==> config.mk <==
export PLATFORM = sky130hd
export DESIGN_NAME = gpx_ram_wr_ctrl_flat
export DESIGN_NICKNAME = d
export VERILOG_FILES = /design/src/rtl/gpx_ram_wr_ctrl_pkg.sv /design/src/rtl/gpx_ram_wr_ctrl_if.sv /design/src/rtl/gpx_ram_wr_ctrl_rr_arb2.sv /design/src/rtl/gpx_ram_wr_ctrl.sv /design/src/flat_wrapper.sv
export SDC_FILE = /design/constraint.sdc
export NUM_CORES = 1
export LEC_CHECK = 0
export BUFFER_PORTS_ARGS = -buffer_cell sky130_fd_sc_hd__buf_2
export CAP_MARGIN = 20
export CORE_MARGIN = 8
export CORE_UTILIZATION = 58
export CTS_BUF_LIST = sky130_fd_sc_hd__clkbuf_4 sky130_fd_sc_hd__clkbuf_8
export DETAILED_ROUTE_END_ITERATION = 8
export PLACE_DENSITY_LB_ADDON = 0.08
export SETUP_SLACK_MARGIN = 0.5
export SLEW_MARGIN = 15
export SYNTH_ARGS = -nofsm -noshare
export SYNTH_HDL_FRONTEND = slang
export SYNTH_SLANG_ARGS = --single-unit
==> constraint.sdc <==
create_clock -name clk -period 4.5 [get_ports clk]
set_input_delay 0 -clock clk [delete_from_list [all_inputs] [get_ports clk]]
set_output_delay 0 -clock clk [all_outputs]
set_load 0.03 [all_outputs]
==> src/rtl/gpx_ram_wr_ctrl_pkg.sv <==
// Shared types and sizing for the GPX result-RAM write controller.
package gpx_ram_wr_ctrl_pkg;

    localparam int DATA_W  = 31;
    localparam int BANK_AW = 8;
    localparam int CNT_W   = 16;

    typedef enum logic [1:0] {
        ST_IDLE  = 2'd0,
        ST_ACQ   = 2'd1,
        ST_CLOSE = 2'd2
    } state_e;

    // One completed frame as handed to the reader.
    typedef struct packed {
        logic               bank;
        logic [BANK_AW:0]   len;
        logic               ovf;
    } frame_desc_t;

    // Saturating add of a small increment to a status counter.
    function automatic logic [CNT_W-1:0] sat_add(input logic [CNT_W-1:0] c,
                                                 input logic [1:0]       n);
        logic [CNT_W:0] s;
        s = {1'b0, c} + {{(CNT_W-1){1'b0}}, n};
        return s[CNT_W] ? {CNT_W{1'b1}} : s[CNT_W-1:0];
    endfunction

endpackage

==> src/rtl/gpx_ram_wr_ctrl_if.sv <==
// Bus bundle between GPX readout, result RAM and frame reader.
interface gpx_ram_wr_ctrl_if;
    import gpx_ram_wr_ctrl_pkg::*;

    logic                shot_start;
    logic                shot_end;
    logic                ch0_valid;
    logic                ch1_valid;
    logic [DATA_W-1:0]   ch0_data;
    logic [DATA_W-1:0]   ch1_data;
    logic                ch0_ready;
    logic                ch1_ready;
    logic                wre_a;
    logic [BANK_AW:0]    wr_addr_a;
    logic [DATA_W:0]     wr_data_a;
    logic                frame_rdy;
    logic                frame_bank;
    logic [BANK_AW:0]    frame_len;
    logic                frame_ovf;
    logic                frame_ack;
    logic [CNT_W-1:0]    miss_cnt;
    logic [CNT_W-1:0]    drop_cnt;

    // Controller side.
    modport slave (
        input  shot_start, shot_end, ch0_valid, ch1_valid, ch0_data, ch1_data, frame_ack,
        output ch0_ready, ch1_ready, wre_a, wr_addr_a, wr_data_a,
        output frame_rdy, frame_bank, frame_len, frame_ovf, miss_cnt, drop_cnt
    );

    // Environment side.
    modport master (
        output shot_start, shot_end, ch0_valid, ch1_valid, ch0_data, ch1_data, frame_ack,
        input  ch0_ready, ch1_ready, wre_a, wr_addr_a, wr_data_a,
        input  frame_rdy, frame_bank, frame_len, frame_ovf, miss_cnt, drop_cnt
    );

endinterface

==> src/rtl/gpx_ram_wr_ctrl_rr_arb2.sv <==
// Two-way round-robin grant; pointer favours the channel not served last.
module gpx_rr_arb2 (
    input  logic       clk,
    input  logic       rst,
    input  logic       en,
    input  logic [1:0] req,
    output logic [1:0] gnt
);

    logic ptr_q, ptr_d;

    // One-hot grant: lone requester wins, ties go to the pointer.
    always_comb begin
        gnt = 2'b00;
        if (en) begin
            if (req == 2'b11) gnt = ptr_q ? 2'b10 : 2'b01;
            else              gnt = req;
        end
    end

    // After a grant the pointer moves to the other channel.
    always_comb begin
        ptr_d = ptr_q;
        if (gnt[0])      ptr_d = 1'b1;
        else if (gnt[1]) ptr_d = 1'b0;
    end

    // Pointer register.
    always_ff @(posedge clk) begin
        if (rst) ptr_q <= 1'b0;
        else     ptr_q <= ptr_d;
    end

endmodule

==> src/rtl/gpx_ram_wr_ctrl.sv <==
// Frames two-channel GPX hits into ping-pong RAM banks and queues completed frames.
module gpx_ram_wr_ctrl
    import gpx_ram_wr_ctrl_pkg::*;
(
    input  logic              clk,
    input  logic              rst,
    gpx_ram_wr_ctrl_if.slave  bus
);

    state_e              state_q, state_d;
    logic [1:0]          busy_q, busy_d;
    logic                next_bank_q, next_bank_d;
    logic                cur_bank_q, cur_bank_d;
    logic [BANK_AW:0]    off_q, off_d;
    logic                ovf_q, ovf_d;
    logic                wre_q, wre_d;
    logic [BANK_AW:0]    waddr_q, waddr_d;
    logic [DATA_W:0]     wdata_q, wdata_d;
    frame_desc_t [1:0]   fq_q, fq_d;
    logic [1:0]          fcnt_q, fcnt_d;
    logic [CNT_W-1:0]    miss_q, miss_d;
    logic [CNT_W-1:0]    drop_q, drop_d;

    logic                acq, full, arb_en, pop, push;
    logic [1:0]          req, gnt, rdy, acc;
    frame_desc_t         push_desc;

    assign acq    = (state_q == ST_ACQ);
    assign full   = off_q[BANK_AW];
    assign arb_en = acq && !full;
    assign req    = {bus.ch1_valid, bus.ch0_valid};

    gpx_rr_arb2 u_arb (
        .clk (clk),
        .rst (rst),
        .en  (arb_en),
        .req (req),
        .gnt (gnt)
    );

    // A full bank keeps both channels draining so upstream never stalls.
    assign rdy = !acq ? 2'b00 : (full ? 2'b11 : gnt);
    assign acc = rdy & req;

    assign pop       = bus.frame_ack && (fcnt_q != 2'd0);
    assign push      = (state_q == ST_CLOSE);
    assign push_desc = {cur_bank_q, off_q, ovf_q};

    assign bus.ch0_ready  = rdy[0];
    assign bus.ch1_ready  = rdy[1];
    assign bus.wre_a      = wre_q;
    assign bus.wr_addr_a  = waddr_q;
    assign bus.wr_data_a  = wdata_q;
    assign bus.frame_rdy  = (fcnt_q != 2'd0);
    assign bus.frame_bank = fq_q[0].bank;
    assign bus.frame_len  = fq_q[0].len;
    assign bus.frame_ovf  = fq_q[0].ovf;
    assign bus.miss_cnt   = miss_q;
    assign bus.drop_cnt   = drop_q;

    // Frame FSM, bank ownership, RAM write staging and status counters.
    always_comb begin
        state_d     = state_q;
        busy_d      = busy_q;
        next_bank_d = next_bank_q;
        cur_bank_d  = cur_bank_q;
        off_d       = off_q;
        ovf_d       = ovf_q;
        wre_d       = 1'b0;
        waddr_d     = waddr_q;
        wdata_d     = wdata_q;
        miss_d      = miss_q;
        drop_d      = drop_q;

        // Reader release; a queued bank is never the one being claimed below.
        if (pop) busy_d[fq_q[0].bank] = 1'b0;

        case (state_q)
            ST_IDLE: begin
                if (bus.shot_start) begin
                    if (!busy_q[next_bank_q]) begin
                        busy_d[next_bank_q] = 1'b1;
                        cur_bank_d  = next_bank_q;
                        next_bank_d = !next_bank_q;
                        off_d       = '0;
                        ovf_d       = 1'b0;
                        state_d     = ST_ACQ;
                    end else begin
                        miss_d = sat_add(miss_q, 2'd1);
                    end
                end
            end
            ST_ACQ: begin
                if (!full) begin
                    if (|acc) begin
                        wre_d   = 1'b1;
                        waddr_d = {cur_bank_q, off_q[BANK_AW-1:0]};
                        wdata_d = acc[1] ? {1'b1, bus.ch1_data} : {1'b0, bus.ch0_data};
                        off_d   = off_q + 1'b1;
                    end
                end else if (|acc) begin
                    drop_d = sat_add(drop_q, {1'b0, acc[0]} + {1'b0, acc[1]});
                    ovf_d  = 1'b1;
                end
                if (bus.shot_end) state_d = ST_CLOSE;
            end
            ST_CLOSE: state_d = ST_IDLE;
            default:  state_d = ST_IDLE;
        endcase
    end

    // Two-entry completed-frame queue; slot 0 is the head shown to the reader.
    always_comb begin
        fq_d   = fq_q;
        fcnt_d = fcnt_q;
        if (pop) begin
            fq_d[0] = fq_q[1];
            fq_d[1] = '0;
            fcnt_d  = fcnt_q - 2'd1;
        end
        if (push) begin
            fq_d[fcnt_d[0]] = push_desc;
            fcnt_d          = fcnt_d + 2'd1;
        end
    end

    // State registers; reset drops the open frame and every queued frame.
    always_ff @(posedge clk) begin
        if (rst) begin
            state_q     <= ST_IDLE;
            busy_q      <= '0;
            next_bank_q <= 1'b0;
            cur_bank_q  <= 1'b0;
            off_q       <= '0;
            ovf_q       <= 1'b0;
            wre_q       <= 1'b0;
            waddr_q     <= '0;
            wdata_q     <= '0;
            fq_q        <= '0;
            fcnt_q      <= '0;
            miss_q      <= '0;
            drop_q      <= '0;
        end else begin
            state_q     <= state_d;
            busy_q      <= busy_d;
            next_bank_q <= next_bank_d;
            cur_bank_q  <= cur_bank_d;
            off_q       <= off_d;
            ovf_q       <= ovf_d;
            wre_q       <= wre_d;
            waddr_q     <= waddr_d;
            wdata_q     <= wdata_d;
            fq_q        <= fq_d;
            fcnt_q      <= fcnt_d;
            miss_q      <= miss_d;
            drop_q      <= drop_d;
        end
    end

endmodule

==> src/flat_wrapper.sv <==
// flat-port wrapper written by rule: the top's interface ports become plain ports
module gpx_ram_wr_ctrl_flat import gpx_ram_wr_ctrl_pkg::*;
  (clk, rst, bus_shot_start, bus_shot_end, bus_ch0_valid, bus_ch1_valid, bus_ch0_data, bus_ch1_data, bus_frame_ack, bus_ch0_ready, bus_ch1_ready, bus_wre_a, bus_wr_addr_a, bus_wr_data_a, bus_frame_rdy, bus_frame_bank, bus_frame_len, bus_frame_ovf, bus_miss_cnt, bus_drop_cnt);
  gpx_ram_wr_ctrl_if bus_i ();
  input  logic clk;
  input  logic rst;
  input wire logic [$bits(bus_i.shot_start)-1:0] bus_shot_start;
  input wire logic [$bits(bus_i.shot_end)-1:0] bus_shot_end;
  input wire logic [$bits(bus_i.ch0_valid)-1:0] bus_ch0_valid;
  input wire logic [$bits(bus_i.ch1_valid)-1:0] bus_ch1_valid;
  input wire logic [$bits(bus_i.ch0_data)-1:0] bus_ch0_data;
  input wire logic [$bits(bus_i.ch1_data)-1:0] bus_ch1_data;
  input wire logic [$bits(bus_i.frame_ack)-1:0] bus_frame_ack;
  output wire logic [$bits(bus_i.ch0_ready)-1:0] bus_ch0_ready;
  output wire logic [$bits(bus_i.ch1_ready)-1:0] bus_ch1_ready;
  output wire logic [$bits(bus_i.wre_a)-1:0] bus_wre_a;
  output wire logic [$bits(bus_i.wr_addr_a)-1:0] bus_wr_addr_a;
  output wire logic [$bits(bus_i.wr_data_a)-1:0] bus_wr_data_a;
  output wire logic [$bits(bus_i.frame_rdy)-1:0] bus_frame_rdy;
  output wire logic [$bits(bus_i.frame_bank)-1:0] bus_frame_bank;
  output wire logic [$bits(bus_i.frame_len)-1:0] bus_frame_len;
  output wire logic [$bits(bus_i.frame_ovf)-1:0] bus_frame_ovf;
  output wire logic [$bits(bus_i.miss_cnt)-1:0] bus_miss_cnt;
  output wire logic [$bits(bus_i.drop_cnt)-1:0] bus_drop_cnt;
  assign bus_i.shot_start = bus_shot_start;
  assign bus_i.shot_end = bus_shot_end;
  assign bus_i.ch0_valid = bus_ch0_valid;
  assign bus_i.ch1_valid = bus_ch1_valid;
  assign bus_i.ch0_data = bus_ch0_data;
  assign bus_i.ch1_data = bus_ch1_data;
  assign bus_i.frame_ack = bus_frame_ack;
  assign bus_ch0_ready = bus_i.ch0_ready;
  assign bus_ch1_ready = bus_i.ch1_ready;
  assign bus_wre_a = bus_i.wre_a;
  assign bus_wr_addr_a = bus_i.wr_addr_a;
  assign bus_wr_data_a = bus_i.wr_data_a;
  assign bus_frame_rdy = bus_i.frame_rdy;
  assign bus_frame_bank = bus_i.frame_bank;
  assign bus_frame_len = bus_i.frame_len;
  assign bus_frame_ovf = bus_i.frame_ovf;
  assign bus_miss_cnt = bus_i.miss_cnt;
  assign bus_drop_cnt = bus_i.drop_cnt;
  gpx_ram_wr_ctrl u_core (.clk(clk), .rst(rst), .bus(bus_i));
endmodule
Word level (Yosys, flattened, before mapping)
Index checks and enable logic that the tools add are counted.
{ "word_totals": {"elab_cells": 111, "in_bits": 69, "out_inout_bits": 88, "reg_bits": 115} }
{ "op_classes": {"n_mux": 42, "eq_ne": 9, "bitwise_logic": 7, "order_cmp": 6, "n_reduce_logical": 21, "add_sub_neg": 6} }
{ "op_table": {"columns": ["op", "n"], "rows": [
  ["22-bit 2-to-1 mux", 2],
  ["9-bit 2-to-1 mux", 4],
  ["16-bit 2-to-1 mux", 2],
  ["32-bit 2-to-1 mux", 1],
  ["2-bit 2-to-1 mux", 14],
  ["22-bit bitwise mux", 1],
  ["9-bit case mux with 2 select lines", 1],
  ["3-bit AND reduction", 6],
  ["16-bit by 1-bit adder with 17-bit output, second input constant", 1],
  ["16-bit by 2-bit adder with 17-bit output", 1],
  ["11-bit demux with 1-bit select", 1],
  ["1-bit 2-to-1 mux", 11],
  ["11-bit 2-to-1 mux", 1],
  ["2-bit inequality test, second input constant", 5],
  ["5-bit AND reduction", 2],
  ["9-bit by 1-bit adder with 9-bit output, second input constant", 1],
  ["1-bit by 2-bit less-than comparator with 1-bit output, second input constant", 3],
  ["2-bit nonzero test", 3],
  ["1-bit logical AND", 5],
  ["2-bit AND", 2],
  ["2-bit equality test, second input constant", 2],
  ["2-bit case mux with 2 select lines", 1],
  ["1-bit >= comparator, second input constant", 3],
  ["1-bit NOT", 3],
  ["13 further kinds", 15]
]} }

Depth between registers and ports, before layout
{ "depth": {"word_depth": 11, "depth_mapped": 12} }

Cells and area by module
From an unflattened synthesis, not the netlist that was laid out.
{ "hier_totals": {"hier_cells": 580, "area_unflattened_um2": 5190.0} }
{ "modules_own_cells": {"columns": ["mod", "area_per_inst_um2", "instances", "cells_each"], "rows": [
  ["gpx_ram_wr_ctrl", 5127.4, 1, 571],
  ["gpx_rr_arb2", 62.6, 1, 9]
]} }

Worst setup path after synthesis
OpenSTA, ideal clock, no wires.
{ "synth_timing": {"path_kind": "flip-flop to flip-flop", "startpoint": "reg u_core.state_q[1]", "endpoint": "reg u_core.drop_q[11] (netlist: u_core.bus.drop_cnt[11])", "t_required_ns": 4.426, "setup_slack_ns": 1.623, "period_less_slack_ns": 2.877, "t_arrival_ns": 2.803, "n_path_buf": 4, "setup_ns": 0.074, "stages_incl_launch_ff": 13, "cell_sequence": "dfxtp_1 buf_6 nand2b_4 clkbuf_1 nor2_1 and2_1 fa_1 ha_1 o211ai_1 or4_1 clkbuf_1 buf_2 a31oi_1"} }
{ "synth_via": {"elab_chain_cells": 9} }
{ "synth_rtl": {"columns": ["item", "line", "rtl"], "rows": [
  ["from (decl)", "gpx_ram_wr_ctrl.sv:10", "state_e state_q, state_d;"],
  ["from (signal assigned)", "gpx_ram_wr_ctrl.sv:144", "state_q <= state_d;"],
  ["2-bit by 1-bit equality test with 1-bit output *", "gpx_ram_wr_ctrl.sv:28", "assign acq = (state_q == ST_ACQ);"],
  ["1-bit logical AND", "gpx_ram_wr_ctrl.sv:30", "assign arb_en = acq && !full;"],
  ["2-bit 2-to-1 mux", "gpx_ram_wr_ctrl_rr_arb2.sv:15", "if (en) begin"],
  ["2-bit 2-to-1 mux", "gpx_ram_wr_ctrl.sv:42", "assign rdy = !acq ? 2'b00 : (full ? 2'b11 : gnt);"],
  ["2-bit 2-to-1 mux *", "gpx_ram_wr_ctrl.sv:42", null],
  ["via bus_ch0_ready", "flat_wrapper.sv:14", "output wire logic [$bits(bus_i.ch0_ready)-1:0] bus_ch0_ready;"],
  ["2-bit AND *", "gpx_ram_wr_ctrl.sv:43", "assign acc = rdy & req;"],
  ["1-bit by 1-bit adder with 2-bit output", "gpx_ram_wr_ctrl.sv:102", "drop_d = sat_add(drop_q, {1'b0, acc[0]} + {1'b0, acc[1]});"],
  ["16-bit by 2-bit adder with 17-bit output", "gpx_ram_wr_ctrl_pkg.sv:25", "s = {1'b0, c} + {{(CNT_W-1){1'b0}}, n};"],
  ["16-bit 2-to-1 mux", "gpx_ram_wr_ctrl_pkg.sv:26", "return s[CNT_W] ? {CNT_W{1'b1}} : s[CNT_W-1:0];"],
  ["to (signal assigned)", "gpx_ram_wr_ctrl.sv:156", "drop_q <= drop_d;"],
  ["to (decl)", "gpx_ram_wr_ctrl.sv:22", "logic [CNT_W-1:0] drop_q, drop_d;"]
]} }
The timed path passes the listed nets; every way through them passes the cells marked *.
A chain may end at the register's enable or synchronous reset.

Final worst setup path
{ "layout_timing": {"startpoint": "reg u_core.state_q[0]", "endpoint": "reg u_core.wdata_q[20] (netlist: u_core.bus.wr_data_a[20])"} }
{ "layout_via": {"elab_chain_cells": 8} }
{ "layout_rtl": {"columns": ["item", "line", "rtl"], "rows": [
  ["2-bit by 1-bit equality test with 1-bit output *", "gpx_ram_wr_ctrl.sv:28, gpx_ram_wr_ctrl.sv:78", null],
  ["1-bit logical AND", "gpx_ram_wr_ctrl.sv:30", null],
  ["2-bit 2-to-1 mux", "gpx_ram_wr_ctrl_rr_arb2.sv:15", null],
  ["2-bit 2-to-1 mux (2 in series)", "gpx_ram_wr_ctrl.sv:42", null],
  ["2-bit AND", "gpx_ram_wr_ctrl.sv:43", null],
  ["2-bit OR reduction", "gpx_ram_wr_ctrl.sv:95", "if (|acc) begin"],
  ["3-bit AND reduction (no source line)", null, null],
  ["to (signal assigned)", "gpx_ram_wr_ctrl.sv:152", "wdata_q <= wdata_d;"],
  ["to (decl)", "gpx_ram_wr_ctrl.sv:18", "logic [DATA_W:0] wdata_q, wdata_d;"]
]} }
Mark *: on every way between the ends. The rest lies on a longest branch, timed or not.

==> reports/qor.tcl <==
set qor(floorplan.core_area_um2) 9110
set qor(globalRouteTotalUtil_pct) 26.5
set qor(cts.sink_count) 115
set qor(floorplan.die.width_um) 112
set qor(synth_top_family_by_area) {simple AND/OR/NAND/NOR gates}
set qor(netlist_area_um2) 5390
set qor(clockPowerShare_pct) 37.2
set qor(critPathRequiredTime_ns) 4.79
set qor(place.detailed.instances) 838
set qor(synth_sequential_area_ratio_pct) 42.7
set qor(die_h_um) 112
set qor(tritoncts) {done}
set qor(post_synth_and_or_nand_nor_area_fraction_pct) 22.4
set qor(detail_route.first_pass.iterations) 6
set qor(highest_fanout_seen_on_the_critical_path) 43
set qor(initial_utilization_pct) 59.2
set qor(switching_share_pct) 30.2
set qor(netlist-cell-type-count) 55
set qor(synthToLayoutAreaGrowth_pct) 32.0
set qor(detailroute.via_count) 5561
set qor(ir_drop_v) 0.000222
set qor(ys_warn_count) 0
set qor(finalHoldViolations) 0
set qor(yosys-mux-area-fraction_pct) 6.31
set qor(power_report.internal_total_uw) 1780
set qor(synth_xor_area_share_pct) 2.11
set qor(instances_no_fill) 934
set qor(p_switching_uw) 770
set qor(layout_common_cells) {buf_2, dfxtp_1, dlygate4sd3_1, nand2_1}
set qor(share_of_the_synthesized_area_in_compound_gates_ao_oa_aoi_oai_pct) 19.3
set qor(num-nets-final) 884
set qor(p_comb_share_pct) 19.7
set qor(crit_type) {reg2reg}
set qor(grt_pass1_wl_um) 27200
set qor(postCtsSetupBuffers) 0
set qor(drt.antenna.violating_nets) 0
set qor(final-setup-viol-count) 0
set qor(netlist_instances) 623
set qor(cts_buffer_depth) 2
set qor(peak_clock_frequency_supported_by_timing_ghz) 0.343
set qor(clock_h_tree_levels) 4
set qor(numCtsBuffers) 17
set qor(worstPathCellList) {or3b_2 -> nor2_4 -> buf_4 -> nor2_1 -> a211oi_1}
set qor(path_delay_family) {simple AND/OR/NAND/NOR gates}
set qor(skew_pair_late_insertion_delay_ns) 0.42
set qor(worst_setup_hold_path_clk_slew_ns) 0.07
set qor(core.rowCount) 35
set qor(routed_wl_um) 17000
set qor(power_frac_seq_pct) 43.1
set qor(drv_slew) 0
set qor(synth_area_per_cell_um2) 8.65
set qor(grt_pass1_vias) 5561
set qor(final.setup.worst_slack_ns) 1.58
set qor(setup.worst_path.end_class) {register}
set qor(hold_path.class) {in2reg}
set qor(layout_min_cycle_time_ns) 2.92
set qor(layout-drive-gt1-share_pct) 25.2
set qor(final_common_cell) {buf_2}
set qor(synth_seq_cells) 115
set qor(totalNegativeSetupSlack_ns) 0
set qor(crit_slowest_cell) {nor2_4}
set qor(leakage_uw) 0.00275
set qor(avgViaCountPerCell) 5.95
set qor(drc) 0
set qor(grt_antenna_before_repair) 1
set qor(ctsResizeCount) 0
set qor(finalClockSkew_ns) 0.0161
set qor(cpPeakStageDelay_ns) 0.71
set qor(worst_slew_margin_rel_pct) 37.6
set qor(worst_slack_at_placement_ns) 1.64
set qor(crit_buf_inv) 1
set qor(status) {finished, final reports clean}
set qor(detailed_place_hpwl_um) 10200
set qor(routabilityCongestion) 0.818
set qor(worst_slew_pin_slew_ns) 0.936
set qor(net_count_of_the_mapped_netlist) 697
set qor(post_drt_wl_per_cell_um) 18.2
set qor(drt_iter0_markers) 312
set qor(globalRouteOverflowTotal) 0
set qor(fin_crit_sh_pct) 64.8
set qor(arrival_ns) 3.20
set qor(p_per_area_nw_per_um2) 358
set qor(largest_net_degree_at_the_start_of_global_routing) 115
set qor(die_area_um2) 12600
set qor(root_buffer) {clkbuf_8}
set qor(maxCapViolations) 0
set qor(rsz0062_at_grt) {false}
set qor(worst_setup_path_start_kind) {register}
set qor(port_buffers) 156
set qor(pin_count) 157
set qor(synth_adder_area_share_pct) 1.30
[final cells by class]
cell class                 instances  area, um2
fill                             624       1990
inverter                           9       33.8
clock inverter                    10        108
antenna                            1       2.50
clock buffer                      21        283
timing repair buffer             225       1470
sequential                       115       2300
multi-input combinational        442       2780
tap                              111        139
[power by group through the flow]
stage          clock network [uW]  logic (uW)  registers, uW
3_5_place_dp                    0         429           1120
6_report                      947         500           1100
3_3_place_gp                    0         418           1120
4_1_cts                       946         477           1100
5_1_grt                      1000         537           1100
2_1_floorplan                   0         259           1170
[worst paths after layout]
check / startpoint / endpoint / slack (ns) / cells after the start
setup reg to reg: u_core.state_q[0] / u_core.bus.wr_data_a[20] / 1.58 / 5
hold / removal: bus_ch1_data[24] / u_core.bus.wr_data_a[24] / 0.03 / 3
hold reg to reg: u_core.bus.wr_addr_a[4] / u_core.bus.wr_addr_a[4] / 0.45 / 2
setup / recovery: u_core.state_q[0] / u_core.bus.wr_data_a[20] / 1.58 / 5
[worst reg2reg max path, stage by stage, from the launching register on]
cell      delay (ns)
dfxtp_1         0.55
or3b_2          0.53
nor2_4          0.71
buf_4           0.46
nor2_1          0.14
a211oi_1        0.39
[synth_stat cells (all sizes together)]
cell type,number,area (um2)
a211o,1,8.76
a211oi,35,263
a21oi,51,255
a22o,1,8.76
a22oi,2,15.0
a311oi,17,149
a31o,2,17.5
a31oi,14,87.6
a32oi,1,8.76
a41oi,1,8.76
and2,2,12.5
and3,5,31.3
and4,5,45.0
buf,24,156
clkbuf,33,124
dfxtp,115,2300
fa,1,20.0
ha,4,50.1
inv,9,33.8
mux2i,34,340
nand2,62,233
nand2b,6,45.0
nand3,25,125
nand4,12,75.1
nand4b,2,17.5
nor2,52,198
nor2b,5,31.3
nor3,23,115
nor3b,5,48.8
nor4,13,111
o211a,1,10.0
o211ai,13,97.6
o21a,1,7.51
o21ai,10,50.0
o21bai,1,7.51
o31ai,5,37.5
o41ai,1,8.76
or2,2,12.5
or3,5,32.5
or3b,2,20.0
or4,7,56.3
xnor2,11,96.3
xor2,2,17.5
[state kept, by name (all words and copies together) (netlist names), 2 cells and up]
signal / count
u_core.bus.wr_data_a: 32
u_core.busy_q: 2
u_core.bus.wr_addr_a: 9
u_core.fcnt_q: 2
u_core.state_q: 2
u_core.bus.frame_len: 9
u_core.off_q: 9
u_core.fq_q: 11
u_core.bus.miss_cnt: 16
u_core.bus.drop_cnt: 16
[per-layer routing]
| metal | global-route usage (%) | share of wire [%] | wire [um] |
|---|---|---|---|
| met1 | 28.1 | 38 | 6470 |
| met2 | 46.2 | 49 | 8410 |
| met3 | 8.37 | 8.4 | 1430 |
| met4 | 14.1 | 4.3 | 731 |
| met5 | 0 | 0 | 0 |
[per-stage QoR]
step,utilization [%],power (uW),hold slack [ns],area [um2]
2_1_floorplan,-,1430,0.167,5390
5_1_grt,78.2,2640,0.0350,7120
4_1_cts,77.9,2520,0.0123,7100
3_3_place_gp,66.7,1530,0.289,6080
3_5_place_dp,66.7,1550,0.282,6080
6_report,78.2,2550,0.0321,7120
[cells by family (layout without fill, tap and decap cells)]
kind of cell,Yosys count,count (layout)
flops,115,115
other cells,0,1
fa+ha+maj,5,5
buf+inv,66,265
compound gates,157,157
mux,34,34
simple gates,233,233
xor+xnor,13,13
[timing repair]
action | in CTS | in global routing
hold buffers | 63 | 0
endpoints found under the hold margin | 34 | 0
setup endpoints to repair | 0 | 0
Note: power is estimated with default switching activity, not from simulation.
